## src/rtl/activation_stream_pkg.sv

```systemverilog
// activation_stream_pkg
//   Shared constants for the activation stream block.
//   - MODE_*  : 2-bit activation mode encodings carried on mode_in/active_mode.
//   - ST_*    : packet FSM state codes (IDLE between packets, IN_PKT inside one).
package activation_stream_pkg;

  localparam logic [1:0] MODE_BYPASS = 2'd0;
  localparam logic [1:0] MODE_RELU   = 2'd1;
  localparam logic [1:0] MODE_LEAKY  = 2'd2;
  localparam logic [1:0] MODE_CLAMP  = 2'd3;

  localparam logic [0:0] ST_IDLE   = 1'b0;
  localparam logic [0:0] ST_IN_PKT = 1'b1;

endpackage

```

## src/rtl/activation_stream_act_lane.sv

```systemverilog
// act_lane
//   Combinational activation for one signed two's-complement lane.
//   Ports:
//     mode    : activation mode (BYPASS / RELU / LEAKY / CLAMP)
//     x       : lane input
//     y       : lane output, same width as x
//     clamped : high when CLAMP mode replaced a value above CLAMP_MAX
module act_lane
  import activation_stream_pkg::*;
#(
  parameter int DATA_WIDTH = 16,
  parameter int LEAK_SHIFT = 3,
  parameter int CLAMP_MAX  = 2**(DATA_WIDTH-1)-1
) (
  input  logic [1:0]            mode,
  input  logic [DATA_WIDTH-1:0] x,
  output logic [DATA_WIDTH-1:0] y,
  output logic                  clamped
);

  localparam logic [DATA_WIDTH-1:0] CMAX = DATA_WIDTH'(CLAMP_MAX);

  logic                  neg;
  logic                  over;
  logic [DATA_WIDTH-1:0] leak;

  assign neg  = x[DATA_WIDTH-1];
  // Both operands are non-negative when neg is low, so an unsigned compare is exact.
  assign over = !neg && (x > CMAX);
  assign leak = $signed(x) >>> LEAK_SHIFT;

  always_comb begin
    y       = x;
    clamped = 1'b0;
    case (mode)
      MODE_BYPASS: y = x;
      MODE_RELU:   if (neg) y = '0;
      MODE_LEAKY:  if (neg) y = leak;
      MODE_CLAMP: begin
        if (neg) begin
          y = '0;
        end else if (over) begin
          y       = CMAX;
          clamped = 1'b1;
        end
      end
    endcase
  end

endmodule

```

## src/rtl/activation_stream.sv

```systemverilog
// activation_stream
//   Streaming per-lane activation (bypass / relu / leaky / clamp) with a
//   one-register output stage plus a skid register, so s_tready can be
//   registered without losing beats.
//   Ports:
//     clk, rst                      : clock, synchronous active-high reset
//     mode_in, mode_valid           : requested mode and its strobe
//     s_tdata/s_tvalid/s_tready/s_tlast : input stream, lane i at [i*DATA_WIDTH +: DATA_WIDTH]
//     m_tdata/m_tvalid/m_tready/m_tlast : output stream, same packing
//     active_mode                   : mode applied to beats of the current packet
//     sat_count                     : saturating count of lanes clamped to CLAMP_MAX
module activation_stream
  import activation_stream_pkg::*;
#(
  parameter int DATA_WIDTH = 16,
  parameter int LANES      = 4,
  parameter int LEAK_SHIFT = 3,
  parameter int CLAMP_MAX  = 2**(DATA_WIDTH-1)-1
) (
  input  logic                        clk,
  input  logic                        rst,
  input  logic [1:0]                  mode_in,
  input  logic                        mode_valid,
  input  logic [LANES*DATA_WIDTH-1:0] s_tdata,
  input  logic                        s_tvalid,
  output logic                        s_tready,
  input  logic                        s_tlast,
  output logic [LANES*DATA_WIDTH-1:0] m_tdata,
  output logic                        m_tvalid,
  input  logic                        m_tready,
  output logic                        m_tlast,
  output logic [1:0]                  active_mode,
  output logic [31:0]                 sat_count
);

  localparam int BW = LANES*DATA_WIDTH;

  logic [0:0]       state;
  logic [1:0]       pending_mode;
  logic [1:0]       pending_next;
  logic [1:0]       beat_mode;
  logic             accept;
  logic             out_free;
  logic [BW-1:0]    act_data;
  logic [LANES-1:0] lane_clamped;
  logic [BW-1:0]    skid_data;
  logic             skid_valid;
  logic             skid_last;
  logic [31:0]      clamp_cnt;
  logic [32:0]      sat_sum;

  assign accept       = s_tvalid && s_tready;
  assign out_free     = !m_tvalid || m_tready;
  assign pending_next = mode_valid ? mode_in : pending_mode;
  // Between packets the freshest requested mode applies, so a strobe that
  // arrives with the first beat of a packet already governs that beat.
  assign beat_mode    = (state == ST_IDLE) ? pending_next : active_mode;

  // The activation is applied at acceptance time, so later mode changes
  // cannot touch beats already sitting in the output or skid register.
  for (genvar i = 0; i < LANES; i++) begin : g_lane
    act_lane #(
      .DATA_WIDTH(DATA_WIDTH),
      .LEAK_SHIFT(LEAK_SHIFT),
      .CLAMP_MAX (CLAMP_MAX)
    ) u_lane (
      .mode   (beat_mode),
      .x      (s_tdata[i*DATA_WIDTH +: DATA_WIDTH]),
      .y      (act_data[i*DATA_WIDTH +: DATA_WIDTH]),
      .clamped(lane_clamped[i])
    );
  end

  always_comb begin
    clamp_cnt = '0;
    for (int i = 0; i < LANES; i++) begin
      clamp_cnt = clamp_cnt + 32'(lane_clamped[i]);
    end
  end

  assign sat_sum = {1'b0, sat_count} + {1'b0, clamp_cnt};

  // Output register plus skid register. s_tready mirrors "skid empty" one
  // cycle ahead, so a beat can only be accepted when there is room for it.
  always_ff @(posedge clk) begin
    if (rst) begin
      m_tvalid   <= 1'b0;
      m_tdata    <= '0;
      m_tlast    <= 1'b0;
      skid_valid <= 1'b0;
      skid_data  <= '0;
      skid_last  <= 1'b0;
      s_tready   <= 1'b0;
    end else if (out_free) begin
      if (skid_valid) begin
        m_tvalid   <= 1'b1;
        m_tdata    <= skid_data;
        m_tlast    <= skid_last;
        skid_valid <= 1'b0;
      end else begin
        m_tvalid <= accept;
        if (accept) begin
          m_tdata <= act_data;
          m_tlast <= s_tlast;
        end
      end
      s_tready <= 1'b1;
    end else if (accept) begin
      skid_valid <= 1'b1;
      skid_data  <= act_data;
      skid_last  <= s_tlast;
      s_tready   <= 1'b0;
    end else begin
      s_tready <= !skid_valid;
    end
  end

  // Packet FSM and mode hand-over: active_mode tracks the pending mode while
  // idle and is frozen from the first beat until the last beat of a packet.
  always_ff @(posedge clk) begin
    if (rst) begin
      state        <= ST_IDLE;
      pending_mode <= MODE_RELU;
      active_mode  <= MODE_RELU;
      sat_count    <= '0;
    end else begin
      pending_mode <= pending_next;
      if (state == ST_IDLE) begin
        active_mode <= pending_next;
        if (accept && !s_tlast) state <= ST_IN_PKT;
      end else if (accept && s_tlast) begin
        active_mode <= pending_next;
        state       <= ST_IDLE;
      end
      if (accept) sat_count <= sat_sum[32] ? '1 : sat_sum[31:0];
    end
  end

endmodule

```

## config.mk

```make
export PLATFORM = sky130hd
export DESIGN_NAME = activation_stream
export DESIGN_NICKNAME = d
export VERILOG_FILES = /design/src/rtl/activation_stream_pkg.sv /design/src/rtl/activation_stream_act_lane.sv /design/src/rtl/activation_stream.sv
export SDC_FILE = /design/constraint.sdc
export NUM_CORES = 1
export LEC_CHECK = 0
export BUFFER_PORTS_ARGS = -buffer_cell sky130_fd_sc_hd__buf_2
export CAP_MARGIN = 30
export CORE_MARGIN = 2
export CORE_UTILIZATION = 55
export CTS_BUF_LIST = sky130_fd_sc_hd__clkbuf_8
export DETAILED_ROUTE_END_ITERATION = 8
export PLACE_DENSITY = 0.77
export SYNTH_ARGS = -nofsm -noshare
export SYNTH_HDL_FRONTEND = slang
export SYNTH_SLANG_ARGS = --single-unit
export TNS_END_PERCENT = 5
```

## constraint.sdc

```tcl
create_clock -name clk -period 2.1 [get_ports clk]
set_input_delay 0.21 -clock clk [delete_from_list [all_inputs] [get_ports clk]]
set_output_delay 0.21 -clock clk [all_outputs]
set_load 0.03 [all_outputs]
```

* Yosys cells after proc, flatten, opt, wreduce, memory -nomap -nowiden
Cells that the tools add are included.
Operators by class: $add $sub $neg 4, order comparisons 4, equal/unequal tests 4, mux-type cells 47, bitwise logic cells 1, reductions and logical operators 20
Operators by type and width (count):
- $pmux W16 S4 | 4
- $mux W16 | 8
- $mux W64 | 2
- $mux W15 | 8
- $gt A16 B15 Y1 const B | 4
- $add A32 B4 Y33 | 1
- $mux W32 | 1
- $mux W1 | 20
- $mux W2 | 4
- $logic_and A1 B1 Y1 | 7
- $logic_not A1 Y1 | 7
- $add A3 B1 Y4 | 1
- $eq A2 B2 Y1 const B | 2
- $reduce_and A2 Y1 | 2
- $add A2 B1 Y3 | 1
- $add A1 B1 Y2 | 1
- $eq A2 B1 Y1 const B | 1
- $logic_not A2 Y1 | 1
- $ne A2 B1 Y1 const B | 1
- $reduce_bool A2 Y1 | 1
- $reduce_or A2 Y1 | 1
- $logic_or A1 B1 Y1 | 1
- $not A1 Y1 | 1
Word-level totals: register bits after elaboration 170, bits of input ports 72, output and inout port bits 101, word-level logic and storage cells 91

* Longest topological paths before layout
Gate-level depths: netlist of run 1.
word-level depth 10, depth in mapped cells 9, depth with buffers taken out 9

* Cells and area by module
From an unflattened synthesis of run 1, not the netlist that was laid out.
Unflattened totals: cells, all modules 1060, area total of the unflattened synthesis 8873.5 um2
Modules (own cells, without submodules):
- activation_stream | times used 1, cells an instance 812, area an instance 7076.8 um2
- act_lane | times used 4, cells an instance 62, area an instance 449.2 um2

* Least setup slack after synthesis of run 1
Ideal clock, no wire load.
path kind reg-to-reg, from reg s_tready, to reg m_tdata[10], library setup time 60 ps, data arrival time 1972 ps, required time 2040 ps, setup slack 67 ps, cell stages (with the launch flop) 6, buffers on the path 1, period minus slack after synthesis 2033 ps, cells stage by stage dfxtp_1 -> nand2_1 -> or4_1 -> clkbuf_1 -> a31oi_1 -> a221o_1
Between the ends: longest elaborated chain between the ends 3
Ends and longest elaborated chain:
- from (decl) | line activation_stream.sv:26 | output logic s_tready,
- from (signal assigned) | line activation_stream.sv:114 | s_tready <= !skid_valid;
- $logic_and A1 B1 Y1 | line activation_stream.sv:52 | assign accept = s_tvalid && s_tready;
- $reduce_bool A2 Y1 (no line)
- $reduce_and A2 Y1 (no line)
- to (signal assigned) | line activation_stream.sv:97 | m_tdata <= skid_data;
- to (signal assigned) | line activation_stream.sv:103 | m_tdata <= act_data;
- to (decl) | line activation_stream.sv:28 | output logic [LANES*DATA_WIDTH-1:0] m_tdata,
No other way between the ends. A chain may end at the register's enable or synchronous reset.

* Final worst setup path of run 1
from reg skid_valid, to reg m_tdata[62]
Between the ends: longest elaborated chain between the ends 2
Ends and longest elaborated chain:
- from (decl) | line activation_stream.sv:47 | logic skid_valid;
- from (signal assigned) | line activation_stream.sv:90 | skid_valid <= 1'b0;
- from (signal assigned) | line activation_stream.sv:99 | skid_valid <= 1'b0;
- from (signal assigned) | line activation_stream.sv:109 | skid_valid <= 1'b1;
- $reduce_bool A2 Y1 (no line)
- $reduce_and A2 Y1 (no line)
Parallel ways exist; a longest one is shown, timed or not.

==> metrics, run 1 <==
Critical Path Source Type flop; final setup vio count 0; delay of the slowest cell on the worst path 0.60 ns; Fin Setup TNS 0 ns; DRC viols 0; vias per cell 6.473; Clk Latency, worst-skew pair 0.47 ns; Worst path slowest cell buf_4; Root Buffer clkbuf_8; critical path type flop to flop; placed insts 1299; Hold Path Class input pin to flop; post-synthesis cell count 1013; Place WS about 0.15 ns; nets 1214; CTS tree done; fillers 1276; clock slew at reported path FFs 0.09 ns; Crit path arrival time about 2.3 ns; outcome finished, final reports clean; leak pwr 3.458 nW; clock buffer depth 2; final hold violation count 0; Post-Syn Area per Cell 8.174 sq um; final WL 24380 um; Max FO, Critical Path between 50 and 60; I/O Buffers 172; CP required roughly 2.4 ns; worst-margin pin slew 0.9878 ns; sequential element share of the synthesized area around two fifths; total power 6.866 mW; PwrDens 701.8 nW/um^2; antenna violations before repair 0; row count 44; pin count of the biggest net entering global routing approximately 140; Die H 126.7 um; GRT Overall Usage slightly below 30%; clock skew after layout about 0.012 ns; register bit total from synthesis between 150 and 200; Final WS setup 0.1203 ns; ANT nets after route 0; Cell variety after synth 58; Primary FF master, synth dfxtp_1; Post-synth ARST share 0%; DRT iter0 DRCs 909; mapped cell area between 8000 and 9000 sq um; diode count 0; total CTS buffers 17; first drt pass iteration count 5; CTS sink cnt 170; WL/cell 18.30 um; crit-path cells buf_4, inv_1, or3_1, o21ai_0, a311oi_1; GRT Residual Overflow 0; Non-Filler Instances 1332; fmax between 0.5 and 0.6 GHz; Critical path buffers and inverters 2; Die W between 100 and 150 um; Max Slew Vio Count 0; Post-CTS Setup Bufs 0; area grow syn2layout 18.16%; Die Area 16050 sq um; Synth warnings 0; crit share post-route 94.27%; Core Footprint around 15000 sq um; Via Count ~8.6k; Initial Util 56.54%; final worst path period need 1.980 ns; CP Capture Type flop; vias in the first global route about 7.7k; DPL Wire Length 15830 um; IO Count roughly 170; Max-cap violations 0; worst vdd ir 0.4298 mV; share of cells above drive strength 1 22.39%; gp weighted congestion approximately 0.85; delay-heaviest family, CP buffers and inverters; Max-slew headroom about a third; internal reg-to-reg setup slack 0.12 ns; Post-synth EDFFs 0; RSZ-0062 raised after global routing false; htree depth 4; wire length of the first global-routing pass 38760 um
[worst paths after layout]
| kind | startpoint | end | cells past startpoint |
|---|---|---|---|
| min | s_tdata[20] | m_tdata[20] | 2 |
| min reg2reg | skid_data[31] | skid_data[31] | 2 |
| max | skid_valid | m_tdata[62] | 5 |
| max reg2reg | skid_valid | m_tdata[62] | 5 |
[cell usage after synthesis (6+ instances only)]
| library cell | count | share of area [%] |
|---|---|---|
| xnor2_1 | 8 | 0.85 |
| nand2_1 | 49 | 2.2 |
| dfxtp_1 | 170 | 41 |
| clkbuf_1 | 94 | 4.3 |
| or3_1 | 7 | 0.53 |
| nor2_1 | 79 | 3.6 |
| a311oi_1 | 69 | 7.3 |
| buf_1 | 7 | 0.32 |
| nand3_1 | 112 | 6.8 |
| inv_1 | 12 | 0.54 |
| a31oi_1 | 13 | 0.98 |
| nor3_1 | 12 | 0.73 |
| a21o_1 | 22 | 2.0 |
| o211ai_1 | 44 | 4.0 |
| and3_1 | 6 | 0.45 |
| nand4_1 | 29 | 2.2 |
| a211oi_1 | 9 | 0.82 |
| a221o_1 | 27 | 3.3 |
| nor4_1 | 6 | 0.45 |
| a21oi_1 | 59 | 3.6 |
| o21ai_0 | 105 | 6.3 |
[flip-flops by register name, summed over array words and instances (netlist names), named ones only]
signal / count
skid_valid: 1
sat_count: 32
skid_last: 1
m_tvalid: 1
skid_data: 64
m_tlast: 1
s_tready: 1
active_mode: 2
pending_mode: 2
m_tdata: 64
[cell usage in the layout, fill, tap and decap left out, types with 5 or more instances in the layout]
cell and n:
a211oi_1 9, a21o_1 22, a21oi_1 58, a221o_1 27, a311oi_1 69, a31oi_1 13
a41oi_1 5, and3_1 6, buf_2 171, buf_4 30, clkbuf_8 19, dfxtp_1 169
inv_1 14, nand2_1 49, nand3_1 112, nand4_1 29, nor2_1 77, nor3_1 12
o211ai_1 44, o21ai_0 105, or2_2 5, or3_1 7, xnor2_1 8
[metrics by stage]
stage          hold WS [ns]  cell area [sq um]  utilization (%)
2_1_floorplan        0.3460               8288                -
3_3_place_gp         0.4387               9323            63.66
3_5_place_dp         0.4436               9330            63.71
4_1_cts           0.0004575               9784            66.81
5_1_grt            0.009836               9784            66.81
6_report           0.009473               9784            66.81
[per-layer routing]
layer  share of wire, %  track usage, %  vias up  wire length, um
met5                  0               0        -                0
met4                2.2           10.02        0              530
met2                 46           46.74      382            11270
met3                8.1           7.001       47             1979
met1                 43           39.98     4078            10600
li1                   -               -     4115                -
[what timing repair did]
action | CTS | global route
endpoints found under the hold margin | 8 | 0
hold buffers | 4 | 0
endpoints found under the setup margin | 0 | 3
resized for setup | 0 | 1
[final cells by class]
| type | count | area (sq um) | share of cell area (%) |
|---|---|---|---|
| flip-flops and latches | 170 | 3405 | 34.80 |
| inverters | 12 | 45.04 | 0.4604 |
| well taps | 184 | 230.2 | 2.353 |
| repair buffers | 209 | 1201 | 12.28 |
| multi-input cells | 728 | 4489 | 45.88 |
| clock inverters | 10 | 152.6 | 1.560 |
| clock buffers | 19 | 261.5 | 2.673 |
[report_power, final]
part	leakage [nW]	switching (mW)	internal, mW
sequential	1.38	0.0588	3.32
clock	0.212	1.16	1.33
combinational	1.87	0.689	0.311
total	3.46	1.91	4.95
[kinds of logic (layout without fill, tap and decap cells)]
kind of cell | count (synthesis) | after routing | synth area share, %
compound gates | 375 | 375 | 31.13
buf+inv | 117 | 250 | 5.440
simple gates | 333 | 333 | 20.02
fa+ha+maj | 4 | 4 | 0.8764
other cells | 2 | 4 | 0.09070
flops | 170 | 170 | 41.10
mux | 3 | 3 | 0.3929
xor+xnor | 9 | 9 | 0.9520
Power figures use the tool's default switching activity.
==> inputs of run 2 (changes only) <==
MAX_ROUTING_LAYER = met4   (was default)
==> run 2 against run 1 <==
Net effect: sequential power hardly changed; worst setup slack better by 0.013 ns; die area stayed put; hold slack better by 0.0088 ns; design area stayed put; largest cell class unchanged.
==> metrics, run 2 (synthesis gave the netlist of run 1 again) <==
crit share post-route 93.65% (-0.62 points); GRT Overall Usage 30.44% (+0.90 points); final hold violation count 0 (unchanged); most common cell after layout, fill and taps aside buf_2; Final Util 66.81% (unchanged); Max-cap violations 0 (unchanged); Hold Path Class input pin to flop; Post-CTS Setup Bufs 0 (unchanged); fillers 1276 (unchanged); first drt pass iteration count 5 (unchanged); crit path from rst; multi-input logic area 4489 sq um (unchanged); CTS sink cnt 170 (unchanged); htree depth 4 (unchanged); Max-slew headroom 33.94% (about the same); Crit path arrival time 2.37 ns (+0.06 ns); worst r2r path cells 5 (unchanged); total CTS buffers 17 (unchanged); row count 44 (unchanged); Die Area 16050 sq um (unchanged); Fin Setup TNS 0 ns (unchanged); Critical Path Source Type input pin; most numerous cell on the critical path buf_4; GRT Residual Overflow 0 (unchanged); WL/cell 18.27 um (-0.17%); Initial Util 56.54% (unchanged); DRT iter0 DRCs 918 (+0.99%); critical path type input pin to flop; IO Count 173 (unchanged); DRC viols 0 (unchanged); crit-path cells dlygate4sd3_1, buf_4, or4_1, a31oi_1, buf_4, a221o_1; crit path to m_tdata[42]; post-route cell area 9784 sq um (unchanged); diode count 0 (unchanged); worst-margin pin slew 0.9880 ns (+0.0001991 ns); CP Capture Type flop; nets 1214 (unchanged); Critical path buffers and inverters 3 (+1); worst vdd ir 0.4183 mV (-2.7%); PwrDens 700.7 nW/um^2 (-0.16%); CTS tree done; vias in the first global route 7693 (-0.13%); Die H 126.7 um (unchanged); internal reg-to-reg setup slack 0.13 ns (about the same); fmax 0.5085 GHz (+0.66%); delay-heaviest family, CP buffers and inverters; Root Buffer clkbuf_8; share of cells above drive strength 1 22.39% (unchanged); Worst path slowest cell or4_1; total power 6.856 mW (-0.16%); Core Footprint 14640 sq um (unchanged); Sequential Area 3405 sq um (unchanged); clock slew at reported path FFs 0.09 ns (about the same); ANT nets after route 0 (unchanged); Die W 126.7 um (unchanged); I/O Buffers 172 (unchanged); final worst path period need 1.967 ns (-0.01298 ns); most frequent cells in the layout buf_2, dfxtp_1, nand3_1; DPL Wire Length 15830 um (unchanged); leak pwr 3.458 nW (unchanged); Area after DPL 9330 sq um (unchanged); Clk Latency, worst-skew pair 0.46 ns (about the same); delay of the slowest cell on the worst path 0.78 ns (+0.18 ns); outcome finished, final reports clean; Via Count 8612 (-0.12%); wire length of the first global-routing pass 38750 um (about the same); pin count of the biggest net entering global routing 141 (unchanged); Crit. path cell count 6 (+1); final WL 24340 um (-0.17%); FF-to-FF Start skid_valid; antenna violations before repair 0 (unchanged); gp weighted congestion 0.8600 (+1.6%); final setup vio count 0 (unchanged); RSZ-0062 raised after global routing false; Max Slew Vio Count 0 (unchanged); biggest regs m_tdata x64, skid_data x64, sat_count x32; clock buffer depth 2 (unchanged); Max FO, Critical Path 10 (-83%); CP required 2.50 ns (+0.07 ns); vias per cell 6.465 (-0.12%); FF-to-FF End m_tdata[62]; area grow syn2layout 18.16% (unchanged); clock skew after layout 0.01360 ns (+0.001429 ns)
==> run 2: cell counts in the layout (fill, tap and decap cells not counted) <==
No cell type changed its count.
==> run 2: power breakdown <==
part / leakage [nW] / switching, mW / internal, mW / total, mW
Combinational: 1.87 / 0.689 / 0.311 / 1.00
Sequential: 1.38 / 0.0585 / 3.32 / 3.38
Clock: 0.212 / 1.15 / 1.33 / 2.48
Total: 3.46 / 1.90 / 4.96 / 6.86
==> run 2: through the flow <==
step | hold WS (ns) | cells | worst slack (ns)
after floorplan | 0.3460 | 1015 | 0.06744
after global placement | 0.4387 | 1298 | 0.2252
after detailed placement | 0.4436 | 1299 | 0.1462
after CTS | 0.0004575 | 1332 | 0.1381
after global routing | 0.01025 | 1332 | 0.03877
final | 0.01825 | 1332 | 0.1333
==> run 2: final cells by class <==
cell class / count / share of cell area, %
repair buffers: 209 / 12.28
well taps: 184 / 2.353
clock inverters: 10 / 1.560
multi-input cells: 728 / 45.88
flip-flops and latches: 170 / 34.80
clock buffers: 19 / 2.673
inverters: 12 / 0.4604
==> run 2: per-layer routing <==
metal,vias up,wire [um],GRT usage (%)
li1,4119,-,-
met1,4049,10560,40.43
met2,403,11190,46.71
met3,41,2072,6.411
met4,0,516,10.02
met5,-,0,-
==> run 2: timing repair <==
| item | 4_1_cts | 5_1_grt |
|---|---|---|
| hold buffers | 4 | 0 |
| setup endpoints to repair | 0 | 3 |
| gates resized for setup | 0 | 1 |
| endpoints found under the hold margin | 8 | 0 |
==> run 2: worst min-delay path by stage <==
stage,start,end,cells past startpoint
detailed placement,skid_data[31],skid_data[31],2
global placement,skid_data[30],skid_data[30],2
global route,s_tdata[26],m_tdata[26],2
CTS,s_tdata[26],m_tdata[23],2
finish,s_tdata[20],m_tdata[20],2
floorplan,s_tlast,skid_last,2
==> run 2: worst reg2reg max path: cells and delay by family (launching register included) <==
| family | cells | cell delay [ns] |
|---|---|---|
| flops | 1 | 0.46 |
| buf+inv | 2 | 0.80 |
| simple gates | 1 | 0.40 |
| compound gates | 2 | 0.16 |
==> inputs of run 3 (changes only) <==
HOLD_SLACK_MARGIN = 0.02   (was default)
==> run 3 against run 2 <==
Net effect: design area increased by 2.5%; clock power barely moved; global-route usage rose by 0.38 points; critical endpoint is now m_tdata[62]; largest cell class unchanged.
==> metrics, run 3 (synthesis gave the netlist of run 1 again) <==
IO Count 173 (unchanged); worst r2r path cells 5 (unchanged); row count 44 (unchanged); outcome finished, final reports clean; vias in the first global route 7802 (+1.4%); fillers 1246 (-2.4%); DRC viols 0 (unchanged); DRT iter0 DRCs 879 (-4.2%); Initial Util 56.54% (unchanged); total CTS buffers 17 (unchanged); clock buffer depth 2 (unchanged); Hold Startpoint s_tdata[38]; DPL Wire Length 15830 um (unchanged); I/O Buffers 172 (unchanged); Max FO, Critical Path 58 (+48); diode count 0 (unchanged); worst-margin pin slew 0.9887 ns (+0.0006725 ns); gp weighted congestion 0.8600 (unchanged); CP Capture Type flop; RSZ-0062 raised after global routing false; worst hold stages 2 (unchanged); WL/cell 18.20 um (-0.39%); crit-path cells buf_4, inv_1, or3_1, o21ai_0, a311oi_1; total power 6.889 mW (+0.49%); CP required 2.41 ns (-0.09 ns); Worst path slowest cell buf_4; Final Util 68.46% (+1.6 points); area grow syn2layout 21.06%; CTS tree done; PwrDens 687.3 nW/um^2 (-1.9%); clock skew after layout 0.01106 ns (-0.002532 ns); Final WS setup 0.1168 ns (-0.01651 ns); clock group share of total power 35.9% (-0.3 points); Core Footprint 14640 sq um (unchanged); worst vdd ir 0.4127 mV (-1.4%); Max-cap violations 0 (unchanged); Fin Setup TNS 0 ns (unchanged); nets 1238 (+2.0%); final hold violation count 0 (unchanged); biggest regs m_tdata x64, skid_data x64, sat_count x32; Die H 126.7 um (unchanged); Critical path buffers and inverters 2 (-1); Via Count 8685 (+0.85%); htree depth 4 (unchanged); pin count of the biggest net entering global routing 141 (unchanged); Root Buffer clkbuf_8; crit path from skid_valid; final setup vio count 0 (unchanged); FF-to-FF Start skid_valid; first drt pass iteration count 5 (unchanged); Critical Path Source Type flop; GRT Overall Usage 30.82% (+0.38 points); share of cells above drive strength 1 21.93% (-0.46 points); leak pwr 3.558 nW (+2.9%); Max-slew headroom 33.89% (-0.045 points); ANT nets after route 0 (unchanged); delay of the slowest cell on the worst path 0.60 ns (-0.18 ns); NetSw 1.905 mW (+0.24%); Die W 126.7 um (unchanged); GRT Residual Overflow 0 (unchanged); final worst path period need 1.983 ns (+0.01651 ns); Die Area 16050 sq um (unchanged); Max Slew Vio Count 0 (unchanged); Crit path arrival time 2.29 ns (-0.08 ns); fmax 0.5042 GHz (-0.83%); Hold Path Class input pin to flop; crit share post-route 94.44% (+0.79 points); CTS sink cnt 170 (unchanged); Place WS 0.1462 ns (unchanged); Clk Latency, worst-skew pair 0.46 ns (about the same); vias per cell 6.405 (-0.94%); most frequent cells in the layout buf_2, dfxtp_1, nand3_1; final WL 24680 um (+1.4%); clock slew at reported path FFs 0.09 ns (about the same); Crit. path cell count 5 (-1); delay-heaviest family, CP buffers and inverters; critical path type flop to flop; Pint 4.985 mW (+0.59%); Sequential Power Share 49.0% (-0.3 points); antenna violations before repair 0 (unchanged); most common cell after layout, fill and taps aside buf_2; switching part of the total 27.65% (-0.070 points); Comb power frac 15.1% (+0.5 points); wire length of the first global-routing pass 39270 um (+1.4%)
-- run 3: what timing repair did --
item	CTS	global route
buffers inserted	0	0
hold endpoints to repair	31	0
gates resized for setup	0	1
endpoints found under the setup margin	0	3
hold buffers	28	0
-- run 3: stage by stage --
| step | hold WS [ns] | area (sq um) | instances |
|---|---|---|---|
| final | 0.03978 | 10020 | 1356 |
| after global routing | 0.03023 | 10020 | 1356 |
| after CTS | 0.02002 | 10020 | 1356 |
| after detailed placement | 0.4436 | 9330 | 1299 |
| after global placement | 0.4387 | 9323 | 1298 |
| after floorplan | 0.3460 | 8288 | 1015 |
-- run 3: area by class of cell --
| class | count | area [sq um] | share of cell area, % |
|---|---|---|---|
| multi-input combinational | 728 | 4489 | 44.78 |
| timing repair buffer | 233 | 1441 | 14.38 |
| inverter | 12 | 45.04 | 0.4493 |
| tap | 184 | 230.2 | 2.297 |
| sequential | 170 | 3405 | 33.96 |
| clock buffer | 19 | 261.5 | 2.609 |
| clock inverter | 10 | 152.6 | 1.523 |
-- run 3: layer usage --
metal / vias up / track usage (%) / part of all wire, %
li1: 4161 / - / -
met5: - / - / 0
met4: 0 / 10.86 / 2.5
met3: 50 / 5.736 / 7.9
met1: 4077 / 41.06 / 44
met2: 397 / 47.34 / 46
-- run 3: power by group through the flow --
stage	Clock [mW]	Combinational [mW]	Sequential, mW
2_1_floorplan	0	0.463	3.59
3_5_place_dp	0	0.978	3.45
6_report	2.47	1.04	3.38
3_3_place_gp	0	0.966	3.45
4_1_cts	2.51	1.02	3.38
5_1_grt	2.64	1.11	3.39
-- run 3: path summary, 6_finish.rpt --
check / to / slack [ns]
setup / recovery: m_tdata[62] / 0.12
setup reg to reg: m_tdata[62] / 0.12
hold reg to reg: skid_data[31] / 0.46
hold / removal: m_tdata[35] / 0.04
